$ cat src/rtl/alu_multicycle.sv
// Execute-stage ALU: single-cycle logic/arithmetic/compare ops and iterative
// shifts (one bit position per cycle) behind valid/ready handshakes.
module alu_multicycle #(
    parameter int WIDTH = 32,
    localparam int SHAMT_W = $clog2(WIDTH)
) (
    input  logic             clk,
    input  logic             reset,
    input  logic             InValid,
    output logic             InReady,
    input  logic [WIDTH-1:0] SrcA,
    input  logic [WIDTH-1:0] SrcB,
    input  logic [3:0]       Operation,
    output logic             OutValid,
    input  logic             OutReady,
    output logic [WIDTH-1:0] ALUResult,
    output logic             Zero
);

    // state | meaning
    // IDLE  | waiting for an operation
    // SHIFT | shifting the accumulator one bit per cycle
    // DONE  | result presented, waiting for the consumer
    typedef enum logic [1:0] {
        IDLE  = 2'd0,
        SHIFT = 2'd1,
        DONE  = 2'd2
    } state_t;

    localparam logic [3:0] OP_AND = 4'b0000;
    localparam logic [3:0] OP_OR  = 4'b0001;
    localparam logic [3:0] OP_ADD = 4'b0010;
    localparam logic [3:0] OP_SUB = 4'b0011;
    localparam logic [3:0] OP_SLL = 4'b0100;
    localparam logic [3:0] OP_SRL = 4'b0101;
    localparam logic [3:0] OP_SRA = 4'b0111;
    localparam logic [3:0] OP_SLT = 4'b1100;
    localparam logic [3:0] OP_BEQ = 4'b1000;

    state_t               state;
    state_t               state_next;
    logic [WIDTH-1:0]     acc;
    logic [WIDTH-1:0]     acc_step;
    logic [SHAMT_W-1:0]   cnt;
    logic [3:0]           op_q;
    logic [WIDTH-1:0]     result;
    logic                 zero;
    logic [WIDTH-1:0]     alu_res;
    logic [SHAMT_W-1:0]   shamt;
    logic                 is_shift;
    logic                 long_shift;
    logic                 accept;
    logic                 last_step;
    logic                 lt;
    logic                 eq;

    assign shamt      = SrcB[SHAMT_W-1:0];
    assign is_shift   = (Operation == OP_SLL) || (Operation == OP_SRL) || (Operation == OP_SRA);
    assign long_shift = is_shift && (shamt != '0);
    assign InReady    = (state == IDLE) || ((state == DONE) && OutReady);
    assign accept     = InValid && InReady;
    assign last_step  = (cnt == SHAMT_W'(1));
    assign lt         = $signed(SrcA) < $signed(SrcB);
    assign eq         = (SrcA == SrcB);

    assign OutValid   = (state == DONE);
    assign ALUResult  = result;
    assign Zero       = zero;

    // Shift ops only reach this path with a zero shift amount.
    always_comb begin
        alu_res = '0;
        case (Operation)
            OP_AND:                 alu_res = SrcA & SrcB;
            OP_OR:                  alu_res = SrcA | SrcB;
            OP_ADD:                 alu_res = SrcA + SrcB;
            OP_SUB:                 alu_res = SrcA - SrcB;
            OP_SLL, OP_SRL, OP_SRA: alu_res = SrcA;
            OP_SLT:                 alu_res = {{(WIDTH-1){1'b0}}, lt};
            OP_BEQ:                 alu_res = {{(WIDTH-1){1'b0}}, eq};
            default:                alu_res = '0;
        endcase
    end

    always_comb begin
        acc_step = acc;
        case (op_q)
            OP_SLL:  acc_step = {acc[WIDTH-2:0], 1'b0};
            OP_SRL:  acc_step = {1'b0, acc[WIDTH-1:1]};
            default: acc_step = {acc[WIDTH-1], acc[WIDTH-1:1]};
        endcase
    end

    always_ff @(posedge clk or negedge reset) begin
        if (!reset) begin
            state <= IDLE;
        end else begin
            state <= state_next;
        end
    end

    always_comb begin
        state_next = state;
        case (state)
            IDLE: begin
                if (accept) begin
                    state_next = long_shift ? SHIFT : DONE;
                end
            end
            SHIFT: begin
                if (last_step) begin
                    state_next = DONE;
                end
            end
            DONE: begin
                if (OutReady) begin
                    if (InValid) begin
                        state_next = long_shift ? SHIFT : DONE;
                    end else begin
                        state_next = IDLE;
                    end
                end
            end
            default: state_next = IDLE;
        endcase
    end

    always_ff @(posedge clk or negedge reset) begin
        if (!reset) begin
            acc    <= '0;
            cnt    <= '0;
            op_q   <= '0;
            result <= '0;
            zero   <= 1'b0;
        end else if (accept) begin
            if (long_shift) begin
                acc  <= SrcA;
                cnt  <= shamt;
                op_q <= Operation;
            end else begin
                result <= alu_res;
                zero   <= (alu_res == '0);
            end
        end else if (state == SHIFT) begin
            acc <= acc_step;
            cnt <= cnt - SHAMT_W'(1);
            if (last_step) begin
                result <= acc_step;
                zero   <= (acc_step == '0);
            end
        end
    end

endmodule
$ cat config.mk
export PLATFORM = sky130hd
export DESIGN_NAME = alu_multicycle
export DESIGN_NICKNAME = d
export VERILOG_FILES = /design/src/rtl/alu_multicycle.sv
export SDC_FILE = /design/constraint.sdc
export NUM_CORES = 1
export LEC_CHECK = 0
export CORE_MARGIN = 5
export CORE_UTILIZATION = 45
export CTS_CLUSTER_DIAMETER = 40
export DETAILED_ROUTE_END_ITERATION = 8
export GPL_ROUTABILITY_DRIVEN = 0
export PLACE_DENSITY = 0.71
export SYNTH_ARGS = -nofsm -noshare
export SYNTH_HDL_FRONTEND = slang
export SYNTH_SLANG_ARGS = --single-unit
$ cat constraint.sdc
create_clock -name clk -period 4.2 [get_ports clk]
set_input_delay 0.84 -clock clk [delete_from_list [all_inputs] [get_ports clk]]
set_output_delay 0.84 -clock clk [all_outputs]
set_load 0.02 [all_outputs]
==> results of run 1 <==
==> layout make-up <==
cell class	instances	area share (%)
clock buffers	10	1.75
multi-input cells	1075	54.9
flip-flops and latches	76	13.9
well taps	275	2.52
inverters	107	2.94
clock inverters	5	0.384
diodes	1	0.0183
repair buffers	381	23.6
==> worst register-to-register path, cell delays in order, from the launching register on <==
cell,delay [ns]
dfrtp_1,0.38
inv_1,0.09
ha_1,0.14
inv_1,0.04
o41ai_1,0.37
buf_4,0.19
o221ai_4,0.10
nor3_2,0.17
o2111ai_1,0.15
a211o_1,0.27
or4_4,0.49
nor4_2,0.21
and4bb_1,0.21
nand4_1,0.14
o31ai_2,0.24
==> kinds of logic after synthesis <==
kind of cell | share of synthesized area [%]
xor gates and xnor gates | 0.737
and+or+nand+nor | 25.1
DFF | 20.0
adders and majority gates | 13.7
buffers and inverters | 7.93
AOI/OAI and AO/OA | 31.8
muxes | 0.763
==> repair_timing <==
| item | in CTS | in global routing |
|---|---|---|
| setup buffers | 0 | 6 |
| gates cloned | 0 | 0 |
| hold endpoints to repair | 0 | 0 |
| resized for setup | 20 | 109 |
| endpoints found under the setup margin | 3 | 11 |
| pin swaps | 10 | 35 |
==> per-layer routing <==
layer  vias to the layer above  global-route usage (%)
li1                       5468                       -
met1                      5561                    42.2
met2                       801                    46.5
met3                       148                    5.84
met4                         2                    10.5
met5                         -                       0
==> how the worst max path moves through the flow <==
stage            to  slack (ns)  depth (start not counted)
6_report       Zero        0.06                         14
5_1_grt        Zero       -0.04                         15
4_1_cts        Zero       0.001                         16
3_5_place_dp   Zero       -0.57                         16
3_3_place_gp   Zero       -0.53                         16
2_1_floorplan  Zero        0.31                         14
==> state kept, by name (all words and copies together), names as in the netlist <==
register and cells:
ALUResult 32, state 2, acc 32, op_q 4, cnt 5, Zero 1
==> through the flow <==
step	instances	util (%)	instance area, um^2
floorplan	1342	-	9510
global placement	1908	60.8	12700
detailed placement	1908	60.8	12700
CTS	1923	62.7	13100
global route	1929	65.4	13700
finish	1930	65.5	13700
==> cell usage after synthesis (5+ instances only) <==
master	n	share of area, %
nand2_1	163	6.4
o21ai_0	130	6.8
nor2_1	125	4.9
a21oi_1	116	6.1
inv_1	102	4.0
ha_1	101	13
dfrtp_1	76	20
clkbuf_1	55	2.2
nand3_1	48	2.5
nor3_1	28	1.5
a221oi_1	24	2.2
nor4_1	21	1.4
buf_2	18	0.95
nand4_1	18	1.2
o211ai_1	18	1.4
a21o_1	16	1.3
and3_1	14	0.92
a211oi_1	13	1.0
a31oi_1	13	0.85
o31ai_1	13	1.0
and2_1	12	0.79
nand2b_1	12	0.79
nor2b_1	12	0.79
o21a_1	11	0.87
a221o_1	9	0.95
buf_1	9	0.36
o21ai_1	9	0.47
a211o_1	8	0.74
or2_2	8	0.53
xnor2_1	8	0.74
o21bai_1	7	0.55
or4_1	7	0.55
nor4b_1	6	0.55
o2111ai_1	6	0.55
o41ai_1	6	0.55
mux2i_1	5	0.53
nor3b_1	5	0.39
o31a_1	5	0.46
==> power by group through the flow <==
stage / registers [mW] / logic [mW] / clock network, mW
after floorplan: 1.48 / 1.32 / 0
after global placement: 1.35 / 2.59 / 0
after detailed placement: 1.36 / 2.65 / 0
after CTS: 1.35 / 2.68 / 0.766
after global routing: 1.41 / 3.07 / 0.793
final: 1.36 / 2.82 / 0.756
==> flow_summary.ini, run 1 <==
[status]
status = finished clean

[timing]
hold_viol = 0
maxSlewHeadroom_pct = 36.0
layout_setup_ws_ns = 0.0612
post-route-period-util_pct = 98.5
skew_ns = 0.00674
hold-worst-slack_ns = 0.467
max_freq_mhz = 242
fin_setup_tns_ns = 0
slew_violations = 0
tightestPinTransition_ns = 0.960
fin_crit_ns = 4.14
finalSetupViolCount = 0

[drt]
wl_met1_mm = 15.2
wl_per_cell_um = 19.8
wirelength_mm = 38.3
drt_iter0_markers = 1396
vias_per_cell = 6.21
dr_wl_met2_mm = 16.7
vias = 12000
met3_length_mm = 4.82
ant_nets = 0
top_layer = met5
drcViolationCount = 0
first_pass_iters = 6

[clock_tree]
cts_root_buffer = clkbuf_16
insertion_delay_ns = 0.34
htree_num_levels = 3
cts_tree = done
clk_pin_slew_ns = 0.06
clock_sinks = 76
cts_hold_buf = 0
cts.path.max_buffers = 2
cts_buffers = 9

[cells_and_area]
final_common_cell = buf_4
layout_common_cells = buf_4, nand2_1, nor2_1
fillerInstances = 1798
area.growth.synth_to_final_pct = 43.7
fin_nets = 1825
drive_above_1_share_pct = 25.5
seqCellArea_um2 = 1900
multiInputGateArea_um2 = 7500

[worst_hold_path]
hold_path_startpoint = op_q[2]
min_to = op_q[2]
hold_class = reg -> reg
holdPathStages = 1

[worst_setup_path]
max_stage_delay_ns = 0.62
cp_top_family = compound AO/OA/AOI/OAI gates
path_class = in -> reg
cp_data_required_time_ns = 4.45
critical_path_buf_inv_count = 3
timing.rr.end = Zero
reg2regPathDepth = 14
path_max_fanout = 9
critPathLaunch = SrcA[19]
cp.arrival_ns = 4.39
r2r-start = cnt[1]
start_kind = primary input
slowest_stage = clkdlybuf4s50_1
worstSetupEndpointType = flip-flop
path_cells = clkdlybuf4s50_1 -> inv_1 -> ha_1 -> nand2_1 -> nor2_1 -> or3_1 -> o211ai_1 -> a21oi_1 -> o32ai_1 -> o311ai_1 -> buf_4 -> and4bb_1 -> nand4_1 -> o31ai_2
rrSetupSlack_ns = 0.91

[power_and_ir_drop]
clock_power_share_pct = 15.3
finalPower_mw = 4.93
leakagePower_nw = 6.26
p_per_area_nw_per_um2 = 361
ir_drop_uv = 295
swShare_pct = 43.4
combPwrFrac_pct = 57.2
p_int_mw = 2.79
p_sw_mw = 2.14
seqPwrFrac_pct = 27.5

[grt]
overflow = 0
grt_pass1_vias = 11200
grt_pass1_wl_mm = 59.1
track_usage_pct = 30.1
grt_max_degree = 77
antenna_found_initial = 1

[synth]
postSynthCellCount = 1342
synth-seq-cells = 76
ys_seq_area_share_pct = 20.0
synth.distinct_cells = 93
yosys_warnings = 0
syn_nets = 1517
async_reset_ff_share_pct = 100
syn_area_per_cell_um2 = 7.09
synth-edff-count = 0
syn-cell-area_um2 = 9510
synth_top_flop_cell = dfrtp_1

[floorplanning]
core_region_area_um2 = 20900
initial_core_util_pct = 45.5
num_rows = 53
dieArea_um2 = 24100
ioPinCount = 107
die_w_um = 155
fp.dieH_um = 155

[placement]
dp_slack_ns = -0.573
portBuffers = 106
dp_hpwl_mm = 29.5

[flow_run]
maxCapViolCount = 0
(Power assumes the default switching activity.)
==> run 2: changes to the inputs <==
==> constraint.sdc (replaced) <==
create_clock -name clk -period 4.8 [get_ports clk]
set_input_delay 0.96 -clock clk [delete_from_list [all_inputs] [get_ports clk]]
set_output_delay 0.96 -clock clk [all_outputs]
set_load 0.02 [all_outputs]
==> run 2 against run 1 <==
Net effect:
- first-iteration DRC count increased by 5.9%
- critical path type unchanged
- global-route usage decreased by 2.0 points
- final cell count shrank 7.8%
- sequential share of layout area grew 2.0 points
- clock power is 19% lower
- largest cell class unchanged
- highest routed layer is now met4
- clock skew decreased by 0.0020 ns
- non-clock buffer count shrank 150
- combinational power fell by 21%
- register-to-register slack better by 0.05 ns
- utilization fell by 8.3 points
==> flow_summary.ini, run 2 (same netlist as run 1, synthesis figures left out) <==
[clock_tree]
cts_root_buffer = clkbuf_16
clk_pin_slew_ns = 0.06
clock_sinks = 76
cts_hold_buf = 0
htree_num_levels = 3
cts_tree = done
insertion_delay_ns = 0.34
cts_buffers = 9
cts.path.max_buffers = 2

[worst_setup_path]
worstSetupEndpointType = flip-flop
reg2regPathDepth = 13
path_max_fanout = 5
rrSetupSlack_ns = 0.96
r2r-start = cnt[1]
start_kind = primary input
slowest_stage = o311ai_0
path_cells = clkdlybuf4s50_1 -> inv_1 -> ha_1 -> buf_4 -> inv_1 -> a21o_1 -> o21ai_1 -> nand4_1 -> a31oi_1 -> buf_4 -> o211a_1 -> o21ai_0 -> o311ai_0 -> and4bb_1 -> nand4_1 -> o31ai_2
cp_data_required_time_ns = 5.01
max_stage_delay_ns = 0.71
path_class = in -> reg
timing.rr.end = Zero
cp.arrival_ns = 4.98

[power_and_ir_drop]
clock_power_share_pct = 15.2
p_sw_mw = 1.78
p_per_area_nw_per_um2 = 337
ir_drop_uv = 203
combPwrFrac_pct = 55.3
swShare_pct = 44.4
finalPower_mw = 4.02
seqPwrFrac_pct = 29.5
p_int_mw = 2.24
leakagePower_nw = 5.34

[cells_and_area]
layoutNonFillerInstCount = 1780
final_common_cell = nand2_1
layout_common_cells = nand2_1, o21ai_0, nor2_1
drive_above_1_share_pct = 12.3
diodes = 0
fillerInstances = 1988
area.growth.synth_to_final_pct = 25.4
fin_nets = 1675
final_area_um2 = 11900

[placement]
dpl_cell_area_um2 = 11600
dp_cells = 1762
dp_hpwl_mm = 28.0
portBuffers = 106

[drt]
drcViolationCount = 0
drt_iter0_markers = 1478
wl_per_cell_um = 19.7
wirelength_mm = 35.1
vias = 11000
vias_per_cell = 6.20
first_pass_iters = 5
ant_nets = 0

[worst_hold_path]
min_to = ALUResult[30]
holdPathStages = 2
hold_path_startpoint = ALUResult[30]
hold_class = reg -> reg

[timing]
slew_violations = 0
tightestPinTransition_ns = 1.01
rsz0062_at_grt = false
fin_crit_ns = 4.76
fin_setup_tns_ns = 0
post-route-period-util_pct = 99.3
maxSlewHeadroom_pct = 32.1
max_freq_mhz = 210
skew_ns = 0.00476
hold_viol = 0
finalSetupViolCount = 0

[grt]
top_usage_layer = met2
antenna_found_initial = 0
grt_pass1_wl_mm = 55.0
grt_pass1_vias = 10100
grt_max_degree = 77
grt_use_met3_pct = 4.95
track_usage_pct = 28.2
use_met2_pct = 42.4
overflow = 0
grt_use_met1_pct = 40.4

[floorplanning]
die_w_um = 155
initial_core_util_pct = 45.5
num_rows = 53
core_region_area_um2 = 20900
fp.dieH_um = 155
ioPinCount = 107
dieArea_um2 = 24100

[status]
status = finished clean

[flow_run]
maxCapViolCount = 0
[run 2: cell count changes in the layout (fill, tap and decap cells not counted), moves of 10 or more]
cell / before / now
dlymetal6s2s_1: 10 / 0
ha_1: 80 / 101
buf_4: 267 / 119
clkdlybuf4s50_1: 95 / 105
ha_4: 18 / 0
[run 2: power groups by stage]
stage                     clock, mW  combinational, mW  sequential, mW
after detailed placement          0               2.18            1.19
after CTS                     0.622               2.19            1.19
after global routing          0.649               2.42            1.23
after global placement            0               2.14            1.18
after floorplan                   0               1.16            1.29
final                         0.613               2.22            1.19
[run 2: worst max-delay path: cells and delay by family]
| kind | cells | cell delay, ns |
|---|---|---|
| AOI/OAI and AO/OA | 7 | 1.93 |
| and+or+nand+nor | 3 | 0.62 |
| adders and majority gates | 1 | 0.36 |
| buffers and inverters | 5 | 1.10 |
[run 2: how the worst max path moves through the flow]
stage                       start   end  slack, ns
final                     SrcA[8]  Zero       0.04
after global routing      SrcA[0]  Zero       0.07
after global placement    SrcA[2]  Zero      -0.03
after detailed placement  SrcA[0]  Zero      -0.07
after floorplan           SrcA[0]  Zero       0.79
after CTS                 SrcA[0]  Zero       0.28
[run 2: timing repair]
item,CTS,global route
endpoints found under the setup margin,0,1
endpoints found under the hold margin,0,0
buffers inserted,0,2
resized for setup,0,2
[run 2: metal layers]
| metal | routed length (um) | part of all wire (%) |
|---|---|---|
| met2 | 14900 | 42 |
| met3 | 4000 | 11 |
| met4 | 1400 | 4.0 |
| met5 | 0 | 0 |
| met1 | 14800 | 42 |
[run 2: final cells by class]
class | count | area, um^2 | share of cell area [%]
multi-input combinational | 1075 | 6930 | 58.1
inverter | 107 | 402 | 3.37
tap | 275 | 344 | 2.88
timing repair buffer | 231 | 2080 | 17.5
clock buffer | 14 | 254 | 2.13
sequential | 76 | 1900 | 15.9
clock inverter | 2 | 10.0 | 0.0839
[run 2: through the flow]
step / worst slack, ns / hold slack, ns / utilization (%)
3_3_place_gp: -0.0313 / 0.446 / 55.7
2_1_floorplan: 0.790 / 0.430 / -
3_5_place_dp: -0.0750 / 0.453 / 55.7
5_1_grt: 0.0721 / 0.499 / 57.1
6_report: 0.0360 / 0.476 / 57.1
4_1_cts: 0.277 / 0.474 / 57.0
